`src/rtl/column_pkg.sv`:
```
// Shared definitions for the column multiplier: controller state encoding
// and binary32 field constants.
package column_pkg;

    localparam int          CELL_WIDTH = 32;
    localparam int          FP_BIAS    = 127;
    localparam logic [7:0]  FP_EXP_MAX = 8'hFF;
    localparam logic [31:0] FP_QNAN    = 32'h7FC0_0000;

    typedef enum logic [1:0] {
        ST_IDLE = 2'd0,
        ST_BUSY = 2'd1,
        ST_DONE = 2'd2
    } state_t;

endpackage

```
`src/rtl/fp32_mul.sv`:
```
// Combinational binary32 multiplier: round-to-nearest-even, subnormals
// flushed to signed zero, canonical NaN for invalid operations.
module fp32_mul
    import column_pkg::*;
(
    input  logic [31:0] a,
    input  logic [31:0] b,
    output logic [31:0] c
);
    logic        sign;
    logic [7:0]  ea, eb;
    logic [22:0] fa, fb;
    logic        nan_a, nan_b, inf_a, inf_b, zero_a, zero_b;
    logic [47:0] prod;
    logic        norm;
    logic [22:0] frac_pre;
    logic        guard, sticky, rnd;
    logic        carry;
    logic [22:0] frac;
    logic [9:0]  exp_sum;

    always_comb begin
        sign   = a[31] ^ b[31];
        ea     = a[30:23];
        eb     = b[30:23];
        fa     = a[22:0];
        fb     = b[22:0];
        nan_a  = (ea == FP_EXP_MAX) && (fa != '0);
        nan_b  = (eb == FP_EXP_MAX) && (fb != '0);
        inf_a  = (ea == FP_EXP_MAX) && (fa == '0);
        inf_b  = (eb == FP_EXP_MAX) && (fb == '0);
        zero_a = (ea == '0);
        zero_b = (eb == '0);

        prod = 48'({1'b1, fa}) * 48'({1'b1, fb});
        norm = prod[47];
        // Product of two [1,2) significands lies in [1,4); shift by one when >= 2.
        if (norm) begin
            frac_pre = prod[46:24];
            guard    = prod[23];
            sticky   = |prod[22:0];
        end else begin
            frac_pre = prod[45:23];
            guard    = prod[22];
            sticky   = |prod[21:0];
        end
        rnd           = guard & (sticky | frac_pre[0]);
        {carry, frac} = {1'b0, frac_pre} + 24'(rnd);

        // Biased exponent is exp_sum - FP_BIAS; kept unsigned to avoid sign handling.
        exp_sum = 10'(ea) + 10'(eb) + 10'(norm) + 10'(carry);

        c = {sign, exp_sum[7:0] - 8'(FP_BIAS), frac};
        if (nan_a || nan_b) begin
            c = FP_QNAN;
        end else if ((inf_a && zero_b) || (inf_b && zero_a)) begin
            c = FP_QNAN;
        end else if (inf_a || inf_b) begin
            c = {sign, FP_EXP_MAX, 23'd0};
        end else if (zero_a || zero_b) begin
            c = {sign, 31'd0};
        end else if (exp_sum >= 10'(FP_BIAS + 255)) begin
            c = {sign, FP_EXP_MAX, 23'd0};
        end else if (exp_sum <= 10'(FP_BIAS)) begin
            c = {sign, 31'd0};
        end
    end

endmodule

```
`src/rtl/column_mult_seq.sv`:
```
// Sequential column multiplier: captures two fp32 columns and multiplies
// LANES cells per clock, elementwise or scaled by cell 0 of in_b.
module column_mult_seq
    import column_pkg::*;
#(
    parameter int SIZE       = 4,
    parameter int LANES      = 2,
    parameter int CELL_WIDTH = 32
) (
    input  logic                       in_clk,
    input  logic                       in_reset,
    input  logic [SIZE*CELL_WIDTH-1:0] in_a,
    input  logic [SIZE*CELL_WIDTH-1:0] in_b,
    input  logic                       in_mode,
    input  logic                       in_ready,
    input  logic                       out_ack,
    output logic                       out_busy,
    output logic                       out_ready,
    output logic [SIZE*CELL_WIDTH-1:0] out_c,
    output state_t                     dbg_state
);
    localparam int COL_W  = SIZE * CELL_WIDTH;
    localparam int BEATS  = SIZE / LANES;
    localparam int BEAT_W = (BEATS > 1) ? $clog2(BEATS) : 1;
    localparam logic [BEAT_W-1:0] LAST_BEAT = BEAT_W'(BEATS - 1);

    if (SIZE % LANES != 0) begin : g_bad_lanes
        $error("column_mult_seq: SIZE must be a multiple of LANES");
    end
    if (CELL_WIDTH != column_pkg::CELL_WIDTH) begin : g_bad_width
        $error("column_mult_seq: CELL_WIDTH must be 32");
    end

    // Handshake: a request is taken on any edge in IDLE with in_ready=1; the
    // result is offered while out_ready=1 and retired on an edge with out_ack=1.
    state_t                           state, state_next;
    logic [COL_W-1:0]                 a_q, b_q, work, work_next;
    logic                             mode_q;
    logic [BEAT_W-1:0]                beat;
    logic                             last_beat;
    logic [LANES-1:0][CELL_WIDTH-1:0] lane_a, lane_b, lane_c;

    always_comb begin
        for (int l = 0; l < LANES; l++) begin
            lane_a[l] = a_q[(int'(beat) * LANES + l) * CELL_WIDTH +: CELL_WIDTH];
            lane_b[l] = mode_q ? b_q[CELL_WIDTH-1:0]
                               : b_q[(int'(beat) * LANES + l) * CELL_WIDTH +: CELL_WIDTH];
        end
    end

    for (genvar l = 0; l < LANES; l++) begin : g_lane
        fp32_mul u_mul (
            .a(lane_a[l]),
            .b(lane_b[l]),
            .c(lane_c[l])
        );
    end

    always_comb begin
        work_next = work;
        for (int l = 0; l < LANES; l++) begin
            work_next[(int'(beat) * LANES + l) * CELL_WIDTH +: CELL_WIDTH] = lane_c[l];
        end
    end

    always_comb begin
        state_next = state;
        out_busy   = 1'b0;
        out_ready  = 1'b0;
        last_beat  = (beat == LAST_BEAT);
        unique case (state)
            ST_IDLE: if (in_ready) state_next = ST_BUSY;
            ST_BUSY: begin
                out_busy = 1'b1;
                if (last_beat) state_next = ST_DONE;
            end
            ST_DONE: begin
                out_ready = 1'b1;
                if (out_ack) state_next = ST_IDLE;
            end
            default: state_next = ST_IDLE;
        endcase
    end

    always_ff @(posedge in_clk or negedge in_reset) begin
        if (!in_reset) begin
            state  <= ST_IDLE;
            a_q    <= '0;
            b_q    <= '0;
            mode_q <= 1'b0;
            beat   <= '0;
            work   <= '0;
            out_c  <= '0;
        end else begin
            state <= state_next;
            case (state)
                ST_IDLE: if (in_ready) begin
                    a_q    <= in_a;
                    b_q    <= in_b;
                    mode_q <= in_mode;
                    beat   <= '0;
                end
                ST_BUSY: begin
                    work <= work_next;
                    beat <= last_beat ? '0 : beat + 1'b1;
                    // The final beat's cells go straight to out_c alongside work.
                    if (last_beat) out_c <= work_next;
                end
                default: ;
            endcase
        end
    end

    assign dbg_state = state;

endmodule

```
`config.mk`:
```
export PLATFORM = sky130hd
export DESIGN_NAME = column_mult_seq
export DESIGN_NICKNAME = d
export VERILOG_FILES = /design/src/rtl/column_pkg.sv /design/src/rtl/fp32_mul.sv /design/src/rtl/column_mult_seq.sv
export SDC_FILE = /design/constraint.sdc
export NUM_CORES = 2
export LEC_CHECK = 0
export ABC_CLOCK_PERIOD_IN_PS = 39500
export BUFFER_PORTS_ARGS = -buffer_cell sky130_fd_sc_hd__buf_2
export CORE_UTILIZATION = 40
export CTS_CLUSTER_DIAMETER = 100
export DETAILED_ROUTE_END_ITERATION = 10
export GPL_TIMING_DRIVEN = 0
export HOLD_SLACK_MARGIN = 0.08
export PLACE_DENSITY = 0.69
export RECOVER_POWER = 50
export SYNTH_ARGS = -nofsm -noshare
export SYNTH_HDL_FRONTEND = slang
export SYNTH_SLANG_ARGS = --single-unit
```
`constraint.sdc`:
```
create_clock -name in_clk -period 39.5 [get_ports in_clk]
set_input_delay 3.95 -clock in_clk [delete_from_list [all_inputs] [get_ports in_clk]]
set_output_delay 3.95 -clock in_clk [all_outputs]
set_load 0.02 [all_outputs]
```
* After elaboration in Yosys (flattened, before gate mapping)
Cells that the tools add are included.
** Word-level totals
- Flip-flop bits (word level) :: 516
- Bits of input ports :: 261
- Output and inout port bits :: 132
- Word-level logic and storage cells :: 123
** Cells by class
- Add/sub/neg operators :: 14
- Multipliers :: 2
- Magnitude comparators :: 4
- Equality and inequality tests :: 9
- Shifts and indexed selects :: 8
- Multiplexer cells :: 31
- Bitwise gates (word level) :: 6
- Reduce and logical (&&, ||, !) cells :: 42
** Operators with widths (count)
- bitwise mux 128 bit :: 2
- variable shift 32 x 33 -> 128 bit (first input constant) :: 2
- variable part select 128 x 32 -> 32 bit :: 2
- variable part select 128 x 8 -> 32 bit :: 2
- variable part select 32 x 33 -> 128 bit :: 2
- two-way mux 31 bit :: 8
- two-way mux 32 bit :: 6
- multiplier 24 x 24 -> 48 bit :: 2
- logical NOT 23 bit :: 4
- nonzero test 23 bit :: 4
- adder 23 x 1 -> 24 bit :: 2
- two-way mux 23 bit :: 2
- OR reduction 23 bit :: 2
- OR reduction 22 bit :: 2
- adder 10 x 1 -> 10 bit :: 4
- negation 7 -> 33 bit :: 1
- negation 8 -> 33 bit :: 1
- == test 8 bit (second input constant) :: 4
- logical NOT 8 bit :: 4
- >= comparator 10 x 9 -> 1 bit (second input constant) :: 2
- <= comparator 10 x 7 -> 1 bit (second input constant) :: 2
- adder 8 x 8 -> 9 bit :: 2
- subtractor 8 x 7 -> 8 bit (second input constant) :: 2
- logical AND 1 bit :: 12
- 17 further kinds :: 40

* Logic depth before layout (Yosys ltp)
- Depth in word-level cells :: 19
- Gate-level depth with buffers :: 53
- Depth with buffers taken out :: 43

* Cells and area by module
From an unflattened synthesis, not the netlist that was laid out.
** Second synthesis, totals
- Cells, all modules :: 6324
- Area total of the unflattened synthesis :: 61649.1 um^2
** Modules (own cells, without submodules)
- fp32_mul at g_lane[0].u_mul :: instances 1, cells an instance 2585, area an instance 21581.9 um^2, sequential area each 0.0 um^2
- fp32_mul at g_lane[1].u_mul :: instances 1, cells an instance 2561, area an instance 21496.9 um^2, sequential area each 0.0 um^2
- column_mult_seq :: instances 1, cells an instance 1178, area an instance 18570.3 um^2, sequential area each 11310.8 um^2

* Worst setup path before layout
OpenSTA, ideal clock, no wires.
- Kind :: flip-flop to flip-flop
- Start :: register beat
- End :: register out_c[70]
- Library setup time :: 0.118 ns
- Arrival time :: 12.927 ns
- Required time :: 39.382 ns
- Setup slack :: 26.455 ns
- Cell stages (with the launch flop) :: 50
- Path buffers :: 9
- Period minus slack after synthesis :: 13.045 ns
- Cell sequence :: dfrtp_1 > clkbuf_1 > nor2b_1 > buf_1 > clkbuf_1 > clkbuf_1 > clkbuf_1 > mux2_2 > clkbuf_1 > nand2_1 > fa_1 > inv_1 > fa_1 > inv_1 > fa_1 > inv_1 > fa_1 > inv_1 > [14 not listed] > or3b_1 > buf_2 > a2111o_1 > or2_1 > or4_1 > nor4_1 > fa_1 > and3_1 > nand3_1 > nor4_1 > nor2_1 > mux2i_1 > nor2_1 > o311ai_1 > or2_2 > clkbuf_1 > nor2_1 > a21o_1
** On the way
- Cells in the longest elaborated chain, start to end :: 19
- Elaborated cells on any way between the ends :: 96
- Classes of those cells :: add/sub (13); mul (2); order compare (4); eq/ne (4); shift (8); mux (22); bitwise (6); reduce/logical (37)
** Ends and longest elaborated chain
- from (decl) :: line column_mult_seq.sv:39 : logic [BEAT_W-1:0] beat;
- from (signal assigned) :: line column_mult_seq.sv:105 : beat <= last_beat ? '0 : beat + 1'b1;
- adder 2 x 1 -> 3 bit / variable part select 128 x 8 -> 32 bit (equally long branches) :: line column_mult_seq.sv:45, column_mult_seq.sv:47, column_mult_seq.sv:62
- variable part select 128 x 32 -> 32 bit / two-way mux 32 bit (equally long branches) :: line column_mult_seq.sv:47, column_mult_seq.sv:46
- two-way mux 32 bit / multiplier 24 x 24 -> 48 bit (equally long branches) :: line column_mult_seq.sv:46, fp32_mul.sv:35
- multiplier 24 x 24 -> 48 bit (tied with other cells) :: line fp32_mul.sv:35 : prod = 48'({1'b1, fa}) * 48'({1'b1, fb});
- OR reduction 23 bit (tied with other cells) :: line fp32_mul.sv:41 : sticky = |prod[22:0];
- two-way mux 1 bit / bitwise OR 1 bit (equally long branches) :: line fp32_mul.sv:38, fp32_mul.sv:47
- bitwise OR 1 bit / bitwise AND 1 bit (equally long branches) :: line fp32_mul.sv:47 : rnd = guard & (sticky | frac_pre[0]);
- bitwise AND 1 bit / adder 23 x 1 -> 24 bit (equally long branches) :: line fp32_mul.sv:47, fp32_mul.sv:48
- [3 not listed]
- two-way mux 31 bit, on equally long branches :: line fp32_mul.sv:64, fp32_mul.sv:62
- two-way mux 31 bit, on equally long branches :: line fp32_mul.sv:62, fp32_mul.sv:60
- two-way mux 31 bit, on equally long branches :: line fp32_mul.sv:60, fp32_mul.sv:58
- two-way mux 31 bit / two-way mux 32 bit (equally long branches) :: line fp32_mul.sv:58, fp32_mul.sv:56
- two-way mux 32 bit, on equally long branches :: line fp32_mul.sv:56, fp32_mul.sv:54
- two-way mux 32 bit / variable part select 32 x 33 -> 128 bit (equally long branches) :: line fp32_mul.sv:54, column_mult_seq.sv:62
- variable part select 32 x 33 -> 128 bit / bitwise mux 128 bit (equally long branches) :: line column_mult_seq.sv:62 : work_next[(int'(beat) * LANES + l) * CELL_WIDTH +: CELL_WIDTH] = lane_c[l];
- bitwise mux 128 bit :: line column_mult_seq.sv:62
- to (signal assigned) :: line column_mult_seq.sv:107 : if (last_beat) out_c <= work_next;
- to (decl) :: line column_mult_seq.sv:19 : output logic [SIZE*CELL_WIDTH-1:0] out_c,
Parallel ways exist; a longest one is shown, timed or not.
A chain may end at the register's enable or synchronous reset.

==> impl_metrics.tcl <==
set metrics [dict create \
    wl_mm 241 \
    cp_max_fo 126 \
    ant_nets 0 \
    grt_pass1_wl_mm 352 \
    dp_hpwl_mm 200 \
    status "complete, but fails checks" \
    grt_pass1_vias 53200 \
    first_iter_violations 5164 \
    rr_worst_depth 47 \
    synth-seq-area-share_pct 18.7 \
    ios 393 \
    syn-num-nets 8877 \
    antenna_found_initial 15 \
    hold_buffers 0 \
    cts_buffers 50 \
    wl_per_cell_um 24.6 \
    synthCells 7278 \
    met3_usage_pct 9.75 \
    min_from "work[11]" \
    ctsRootBufferMaster "clkbuf_16" \
    cts_setup_buffers 0 \
    cts.reportedPaths.clkPinSlew_ns 0.06 \
    path_class "input port to async pin" \
    arrival_ns 21.83 \
    required_ns 38.75 \
    worstSkewPairLatency_ns 0.66 \
    cp-startpoint "in_reset" \
    critPathSlowestCell "clkbuf_1" \
    crit_chain "clkbuf_1 -> clkbuf_1 -> clkbuf_1 -> clkbuf_1" \
    hp-class "flip-flop to flip-flop" \
    syn_area_mm2 0.0606 \
    dieWidth_um 391 \
    setup_viol 0 \
    async_flop_share_pct 100 \
    clock-sinks 452 \
    dp_slack_ns 21.74 \
    r2r-start "beat" \
    grt_max_degree 127 \
    max_slew_margin_pct -322 \
    cpPeakStageDelay_ns 4.70 \
    end_kind "async pin" \
    grt-busiest-layer "met2" \
    hold_violations 0 \
    tightest_slew_ns 6.33 \
    fmax_mhz 44.3 \
    vias 53400 \
    worst-path-buf-inv 4 \
    synth_edf_count 0 \
    synthTopCellsByArea "fa_1, dfrtp_1, nand2_1, inv_1, ha_1" \
    dr.pass1.iters 6 \
    grt_use_met2_pct 45.5 \
    finalWorstSetupSlack_ns 16.91 \
    cts_resized 0 \
    drc 0 \
    whs_ns 0.466 \
    ys_types 98 \
    drv_cap 5 \
    viasPerCell 5.46 \
    rsz0062_at_grt "false" \
    grtUsageMet1_pct 44.3 \
    path_depth 4 \
    cts_tree "built" \
    gp_congestion 1.05 \
    worstHoldPathCells 2 \
    final_layout_size_suffix_gt1_share_pct 6.23 \
    synth_seq_cells 452 \
    finalCritPeriodShare_pct 57.2 \
    start_util_pct 40.4 \
    overflow 0 \
    fin_setup_tns_ns 0 \
    clockBufferDepth 3 \
    die-height_um 391 \
    worst_clock_skew_ns 0.0466 \
    critPathLaunchType "input port" \
    die_area_mm2 0.153 \
    nNetsFinal 9327 \
    ys_warn_count 0 \
    io_buffers 392 \
    synth.avg_cell_area_um2 8.33 \
    critPathMostFrequentCell "clkbuf_1" \
    n_fill_cell 15100 \
    synth_top_area_cell "fa_1" \
    period_needed_ns 22.59 \
    core_area_mm2 0.150 \
    cp_top_family "buffers and inverters" \
    synth_ff_type "dfrtp_1" \
    cts_max_level 2 \
    track_usage_pct 31.4 \
    violations "max-capacitance violations, max-slew violations" \
    syn_to_final_growth_pct 10.3 \
    rows 142 \
    final_max_slew_viol_count 470 \
    synth_top_area_share_pct 32.0 \
]
[worst min-delay path: stages, from the launching register on]
cell and delay (ns):
dfrtp_1 0.34, nand2_1 0.05, nand2_1 0.05
[routing by layer]
layer	share of wire (%)	vias to the layer above	routed length (µm)
met5	0.014	-	34
met4	3.8	6	9200
met3	13	400	30400
met2	41	2980	99200
met1	42	26700	102000
li1	-	23300	-
[path summary, 6_finish.rpt]
path	slack (ns)	endpoint
min in group asynchronous	5.37	out_c[30]
setup reg to reg	20.88	out_c[106]
setup / recovery	16.91	a_q[75]
hold reg to reg	0.47	out_c[11]
hold / removal	0.47	out_c[11]
max in group in_clk	20.88	out_c[106]
[flip-flops by register name, indices dropped and copies added (netlist names)]
name	count
a_q	128
b_q	128
out_c	128
work	64
dbg_state	2
beat	1
mode_q	1
[Yosys cell counts, types with 13 or more instances]
master	number
a211oi_1	23
a21boi_0	13
a21o_1	53
a21oi_1	179
a31oi_1	20
and2_1	25
and3_1	19
buf_1	22
buf_2	29
clkbuf_1	303
clkinv_1	15
dfrtp_1	452
fa_1	968
ha_1	370
inv_1	1256
mux2_2	42
mux2i_1	109
nand2_1	1767
nand2b_1	20
nand3_1	59
nand4_1	55
nor2_1	694
nor3_1	71
nor4_1	42
o211ai_1	21
o21a_1	43
o21ai_0	151
o21ai_1	17
o21bai_1	15
o31ai_1	32
or2_2	20
or3_1	31
or4_1	15
xnor2_1	77
xor2_1	53
[area by class of cell]
class                   instances  area [µm²]  area share (%)
multi-input cells            5196       43200            64.6
flip-flops and latches        452       11300            16.9
inverters                    1273        4780            7.15
well taps                    2016        2520            3.77
repair buffers                398        1840            2.75
clock buffers                  72        1460            2.19
plain buffers                 357        1390            2.08
clock inverters                22         365           0.546
diodes                          2        5.00         0.00748
[through the flow]
step	area, µm²	std cells	util, %
after floorplan	60600	7278	-
after global placement	65100	9686	43.4
after detailed placement	65300	9692	43.5
after CTS	67100	9786	44.7
after global routing	66900	9787	44.5
final	66900	9788	44.5
[layout by cell type, fill, tap and decap left out, types with 20 or more instances in the layout]
| cell type | Yosys | final |
|---|---|---|
| a211oi_1 | 23 | 23 |
| a21o_1 | 53 | 53 |
| a21oi_1 | 179 | 178 |
| a31oi_1 | 20 | 20 |
| and2_1 | 25 | 24 |
| buf_2 | 29 | 288 |
| clkbuf_1 | 303 | 452 |
| clkbuf_16 | 0 | 50 |
| dfrtp_1 | 452 | 452 |
| fa_1 | 968 | 968 |
| ha_1 | 370 | 370 |
| inv_1 | 1256 | 1256 |
| mux2_2 | 42 | 42 |
| mux2i_1 | 109 | 102 |
| nand2_1 | 1767 | 1767 |
| nand2b_1 | 20 | 20 |
| nand3_1 | 59 | 59 |
| nand4_1 | 55 | 55 |
| nor2_1 | 694 | 694 |
| nor3_1 | 71 | 71 |
| nor4_1 | 42 | 42 |
| o211ai_1 | 21 | 21 |
| o21a_1 | 43 | 43 |
| o21ai_0 | 151 | 151 |
| o31ai_1 | 32 | 32 |
| or2_2 | 20 | 20 |
| or3_1 | 31 | 31 |
| xnor2_1 | 77 | 77 |
| xor2_1 | 53 | 53 |
[kinds of logic (layout without fill, tap and decap cells)]
group                      after synthesis  in the layout  synth area share, %
AOI/OAI and AO/OA                      697            697                 7.54
xor gates and xnor gates               132            132                 1.93
adders and majority gates             1338           1338                 39.6
buffers and inverters                 1630           2122                 10.2
DFF                                    452            452                 18.7
muxes                                  151            151                 2.58
other                                    0              2                    0
and+or+nand+nor                       2878           2878                 19.5
Power is left out: the tool's default activity adds up to more than one toggle a clock period on the data nets, which glitch-free logic cannot reach.
